File: src/rtl/rsa_pkg.sv
`default_nettype none
// ============================================================================
// Module   : rsa_pkg
// Brief    : Shared defaults, sequencer state encoding and beat type for the
//            RSA input sequencer.
// Revision : 1.0
// ============================================================================
package rsa_pkg;

    localparam int RSA_WIDTH      = 32;
    localparam int RSA_ADDR_WIDTH = 7;

    typedef enum logic [1:0] {
        ST_IDLE  = 2'd0,
        ST_FETCH = 2'd1,
        ST_DRAIN = 2'd2,
        ST_DONE  = 2'd3
    } seq_state_t;

    typedef logic [2*RSA_WIDTH-1:0] rsa_beat_t;

endpackage
`default_nettype wire

File: src/rtl/rsa_skid_fifo2.sv
`default_nettype none
// ============================================================================
// Module   : rsa_skid_fifo2
// Brief    : Two-entry valid/ready buffer between the memory return path and
//            the outgoing beat stream.
// Revision : 1.0
// ============================================================================
module rsa_skid_fifo2 #(
    parameter int DW = 65
) (
    input  logic          clk,
    input  logic          rst,
    input  logic          wr_valid,
    input  logic [DW-1:0] wr_data,
    output logic          rd_valid,
    input  logic          rd_ready,
    output logic [DW-1:0] rd_data,
    output logic [1:0]    count
);

    logic [DW-1:0] r_mem [2];
    logic          r_wptr;
    logic          r_rptr;
    logic [1:0]    r_count;
    logic          w_push;
    logic          w_pop;

    assign w_pop  = (r_count != 2'd0) && rd_ready;
    // A full buffer can still take a write in the cycle its head drains.
    assign w_push = wr_valid && ((r_count != 2'd2) || w_pop);

    always_ff @(posedge clk or posedge rst) begin
        if (rst) begin
            r_mem[0] <= '0;
            r_mem[1] <= '0;
            r_wptr   <= 1'b0;
            r_rptr   <= 1'b0;
            r_count  <= 2'd0;
        end else begin
            if (w_push) begin
                r_mem[r_wptr] <= wr_data;
                r_wptr        <= ~r_wptr;
            end
            if (w_pop) begin
                r_rptr <= ~r_rptr;
            end
            r_count <= r_count + {1'b0, w_push} - {1'b0, w_pop};
        end
    end

    assign rd_valid = (r_count != 2'd0);
    assign rd_data  = r_mem[r_rptr];
    assign count    = r_count;

endmodule
`default_nettype wire

File: src/rtl/rsa_input_sequencer.sv
`default_nettype none
// ============================================================================
// Module   : rsa_input_sequencer
// Brief    : Streams one operand from the dual-port input word memory as
//            2*WIDTH-bit beats. Define RSA_SEQ_REVERSE_EN for MSB-first order.
// Revision : 1.0
// ============================================================================
module rsa_input_sequencer
    import rsa_pkg::*;
#(
    parameter int WIDTH      = RSA_WIDTH,
    parameter int ADDR_WIDTH = RSA_ADDR_WIDTH
) (
    input  logic                  clk,
    input  logic                  reset,
    input  logic                  start,
    input  logic [ADDR_WIDTH-1:0] base_addr,
    input  logic [ADDR_WIDTH-1:0] num_beats,
    output logic                  busy,
    output logic                  done,
    output logic [ADDR_WIDTH-1:0] addr1,
    output logic [ADDR_WIDTH-1:0] addr2,
    input  logic [WIDTH-1:0]      dataoutl,
    input  logic [WIDTH-1:0]      dataouth,
    output logic [2*WIDTH-1:0]    out_data,
    output logic                  out_valid,
    input  logic                  out_ready,
    output logic                  out_last
);

    localparam logic [ADDR_WIDTH-1:0] c_addr_one = ADDR_WIDTH'(1);

    seq_state_t            r_state;
    seq_state_t            w_state_nxt;
    logic [ADDR_WIDTH-1:0] r_base;
    logic [ADDR_WIDTH-1:0] r_num;
    logic [ADDR_WIDTH-1:0] r_issued;
    logic [ADDR_WIDTH-1:0] r_addr1;
    logic                  r_inflight;
    logic                  r_inflight_last;
    logic [ADDR_WIDTH-1:0] w_k;
    logic [ADDR_WIDTH-1:0] w_addr_nxt;
    logic [1:0]            w_count;
    logic [2:0]            w_occ;
    logic                  w_pop;
    logic                  w_issue;
    logic                  w_all_issued;
    logic                  w_last_issue;
    logic                  w_drained;
    logic [2*WIDTH:0]      w_rd_data;

    // Occupancy after this cycle's pop; a slot freed now may be reissued now.
    assign w_pop        = out_valid & out_ready;
    assign w_occ        = {2'b00, r_inflight} + {1'b0, w_count} - {2'b00, w_pop};
    assign w_all_issued = (r_issued == r_num);
    assign w_last_issue = (r_issued == (r_num - c_addr_one));
    assign w_issue      = (r_state == ST_FETCH) && !w_all_issued && (w_occ < 3'd2);
    assign w_drained    = !r_inflight && ((w_count == 2'd0) || ((w_count == 2'd1) && w_pop));

`ifdef RSA_SEQ_REVERSE_EN
    assign w_k = r_num - r_issued - c_addr_one;
`else
    assign w_k = r_issued;
`endif

    assign w_addr_nxt = r_base + (w_k << 1);

    always_ff @(posedge clk or posedge reset) begin
        if (reset) begin
            r_state <= ST_IDLE;
        end else begin
            r_state <= w_state_nxt;
        end
    end

    always_comb begin
        w_state_nxt = r_state;
        busy        = (r_state != ST_IDLE);
        done        = 1'b0;
        case (r_state)
            ST_IDLE: begin
                if (start) begin
                    w_state_nxt = (num_beats == '0) ? ST_DONE : ST_FETCH;
                end
            end
            ST_FETCH: begin
                if (w_all_issued) begin
                    w_state_nxt = ST_DRAIN;
                end
            end
            ST_DRAIN: begin
                if (w_drained) begin
                    w_state_nxt = ST_DONE;
                end
            end
            ST_DONE: begin
                done        = 1'b1;
                w_state_nxt = ST_IDLE;
            end
            default: w_state_nxt = ST_IDLE;
        endcase
    end

    always_ff @(posedge clk or posedge reset) begin
        if (reset) begin
            r_base          <= '0;
            r_num           <= '0;
            r_issued        <= '0;
            r_addr1         <= '0;
            r_inflight      <= 1'b0;
            r_inflight_last <= 1'b0;
        end else begin
            if ((r_state == ST_IDLE) && start) begin
                r_base   <= base_addr & ~c_addr_one;
                r_num    <= num_beats;
                r_issued <= '0;
            end else if (w_issue) begin
                r_issued <= r_issued + c_addr_one;
                r_addr1  <= w_addr_nxt;
            end
            r_inflight      <= w_issue;
            r_inflight_last <= w_issue && w_last_issue;
        end
    end

    rsa_skid_fifo2 #(
        .DW (2*WIDTH + 1)
    ) u_fifo (
        .clk      (clk),
        .rst      (reset),
        .wr_valid (r_inflight),
        .wr_data  ({r_inflight_last, dataouth, dataoutl}),
        .rd_valid (out_valid),
        .rd_ready (out_ready),
        .rd_data  (w_rd_data),
        .count    (w_count)
    );

    assign out_last = w_rd_data[2*WIDTH];
    assign out_data = w_rd_data[2*WIDTH-1:0];
    assign addr1    = r_addr1;
    assign addr2    = {r_addr1[ADDR_WIDTH-1:1], 1'b1};

endmodule
`default_nettype wire
File: config.mk
export PLATFORM = sky130hd
export DESIGN_NAME = rsa_input_sequencer
export DESIGN_NICKNAME = d
export VERILOG_FILES = /design/src/rtl/rsa_pkg.sv /design/src/rtl/rsa_skid_fifo2.sv /design/src/rtl/rsa_input_sequencer.sv
export SDC_FILE = /design/constraint.sdc
export NUM_CORES = 1
export LEC_CHECK = 0
export CAP_MARGIN = 20
export CORE_MARGIN = 8
export CORE_UTILIZATION = 46
export DETAILED_ROUTE_END_ITERATION = 10
export MAX_ROUTING_LAYER = met4
export PLACE_DENSITY = 0.76
export SLEW_MARGIN = 10
export SYNTH_ARGS = -nofsm -noshare
export SYNTH_HDL_FRONTEND = slang
export SYNTH_SLANG_ARGS = --single-unit
File: constraint.sdc
create_clock -name clk -period 5.4 [get_ports clk]
set_input_delay 1.08 -clock clk [delete_from_list [all_inputs] [get_ports clk]]
set_output_delay 1.08 -clock clk [all_outputs]
set_load 0.005 [all_outputs]
==> metrics.txt <==
status=finished clean; pwr dens=between 500 and 600 nW/um^2; Synth area leaders=dfrtp_1 (53%), mux2_2 (29%), ha_1 (2.4%); wire per inst=about 18 um; Die X=~150 um; CP Class=register to output port; DRC violations left=0; area of the core=about 16,000 sq um; setup_tns=0 ns; layout cell share with drive strength beyond 1=0.321; Worst-Margin Slew=between 1 and 1.5 ns; DP HPWL=~12,000 um; post-CTS setup repair buffer count=0; Layout area overhead=29.5%; cell count after synthesis=approximately 580; via/cell ratio=5.19; CP Launch Type=register; Fill cells=~1,300; R2R cell count=12; clk_lat worst skew=0.41 ns; H-tree depth=4; most frequent cells in the layout=mux2_2 (195), dfrtp_1 (163), clkdlybuf4s50_1 (160), nand2_1 (49), clkbuf_16 (17); final net count=approximately 830; Crit path arrival time=2.82 ns; clk root buf=clkbuf_16; Routed WL=roughly 18,000 um; initial core utilization=0.466; Port Buffers=160; post-synth top area share=0.534; hold depth=2; commonest non-fill, non-tap cell in the layout=mux2_2; Hold WS=between 0.4 and 0.5 ns; Final GP Congestion=around 0.78; Synth Area per Inst=around 13 sq um; largest net degree at the start of global routing=73; clk sinks=between 150 and 200; total power=roughly 5.9 mW; sequential-to-total area share from yosys stat=0.534; PnR worst setup slack=1.50 ns; Max-slew headroom=0.325; Reg clk slew, reported paths=roughly 0.060 ns; # IOs=between 150 and 200; first-pass GRT wire length=about 28,000 um; async set-reset flop share out of synthesis=1.00; leakage=4.37 nW; final setup vio count=0; crit path time final=between 3 and 4 ns; antenna cells=0; Synth cell types=39; final slew viol count=0; worst vdd ir=241 uV; Max-cap violations=0; Critical Path Fanout Max=40; f_max=approximately 260 MHz; via count=around 5,000; path category of the worst min-delay check=register to register; die area=between 20,000 and 25,000 sq um; total CTS buffers=17; leading area contributor after synthesis=dfrtp_1; Hold Violations, Final=0; critical path capture point type=output port; vias in the first global route=between 5,000 and 6,000; mapped cell area=just under 8000 sq um; Clock Skews=around 0.009 ns; cts hold-fix bufs=0; Post-synth EDFFs=0; CTS tree=built; initial antenna violation count=0; Post-CTS Resized=0; Max clock buf depth=2; RSZ-0062 raised after global routing=false; Die Y=around 150 um; FP Rows=47; drt first pass iters=4; antenna violation net count after detailed routing=0; worst slack at placement=between 1.5 and 2 ns; predominant post-synthesis flop cell=dfrtp_1; initial DRC count=approximately 240; fin crit share=0.723; syn nets=just under 700; Worst EP required=roughly 4.3 ns; Synth Warn #=0; GRT Util Overall=0.172; FF+latch count, synth=between 150 and 200; GRT overflow=0
## state kept, by name (all words and copies together), names as in the netlist, 2 cells and up
signal and count:
u_fifo.count 2, addr1 6, r_issued 7, r_state 2, r_num 7, u_fifo.r_mem 130, r_base 6
## cell type report
cell class | instances | area (sq um) | share of cell area
clock buffer | 21 | 450 | 0.0453
clock inverter | 9 | 83.8 | 0.00843
inverter | 15 | 60.1 | 0.00604
multi-input combinational | 363 | 3330 | 0.334
sequential | 164 | 4110 | 0.413
tap | 220 | 275 | 0.0277
timing repair buffer | 166 | 1650 | 0.166
## per-layer routing
| layer | up-vias | wire (um) | track usage |
|---|---|---|---|
| li1 | 2293 | - | - |
| met1 | 2529 | 7930 | 0.204 |
| met2 | 141 | 8780 | 0.286 |
| met3 | 12 | 705 | 0.0432 |
| met4 | 0 | 144 | 0.0479 |
| met5 | - | 0 | - |
## per-stage QoR
step / utilization / std cells / area (sq um)
floorplan: - / 579 / 7680
global placement: 0.572 / 928 / 9410
detailed placement: 0.572 / 928 / 9410
CTS: 0.604 / 958 / 9950
global route: 0.604 / 958 / 9950
finish: 0.604 / 958 / 9950
## path summary, 6_finish.rpt
path,from,to,slack (ns)
min in group asynchronous,reset,u_fifo.count[0],1.11
worst min-delay path,r_base[5],r_base[5],0.49
max in group asynchronous,reset,u_fifo.r_mem[93],2.98
worst max register to register,u_fifo.count[1],r_issued[5],2.46
worst min register to register,r_base[5],r_base[5],0.49
worst max-delay path,u_fifo.r_rptr,out_data[22],1.50
## cell families (layout without fill, tap and decap cells)
| kind of cell | after synthesis | count (layout) | synth area share |
|---|---|---|---|
| AO/OA/AOI/OAI | 33 | 33 | 0.0292 |
| XOR/XNOR | 23 | 23 | 0.0262 |
| adder cells (fa/ha/maj) | 17 | 17 | 0.0296 |
| buffers and inverters | 52 | 211 | 0.0339 |
| flip-flops | 164 | 164 | 0.534 |
| multiplexers | 199 | 199 | 0.292 |
| other | 2 | 2 | 0.000978 |
| AND/OR/NAND/NOR | 89 | 89 | 0.0534 |
## report_power, final
| group | leakage, nW | internal [mW] | switching [mW] |
|---|---|---|---|
| Clock | 0.251 | 0.639 | 0.467 |
| Sequential | 2.02 | 1.80 | 0.395 |
| Combinational | 2.09 | 1.66 | 0.922 |
| Total | 4.37 | 4.10 | 1.78 |
## worst max-delay path, cell delays in order, from the launching register on
cell             delay [ns]
dfrtp_2                1.02
buf_4                  0.51
mux2_2                 0.38
clkdlybuf4s50_1        0.49
## synthesized netlist by cell type (3+ instances only)
master      n
a21oi_1     4
a31oi_1     3
and3_1      3
buf_2      16
buf_4       8
clkbuf_1   11
dfrtp_1   164
ha_1       15
inv_1      15
mux2_2    195
nand2_1    50
nand3_1     5
nor2_1     10
nor2b_1     5
nor3_1      3
o211ai_1    5
o21ai_0    11
or3_1       3
xnor2_1     8
xor2_1     15
(Power assumes the default switching activity.)
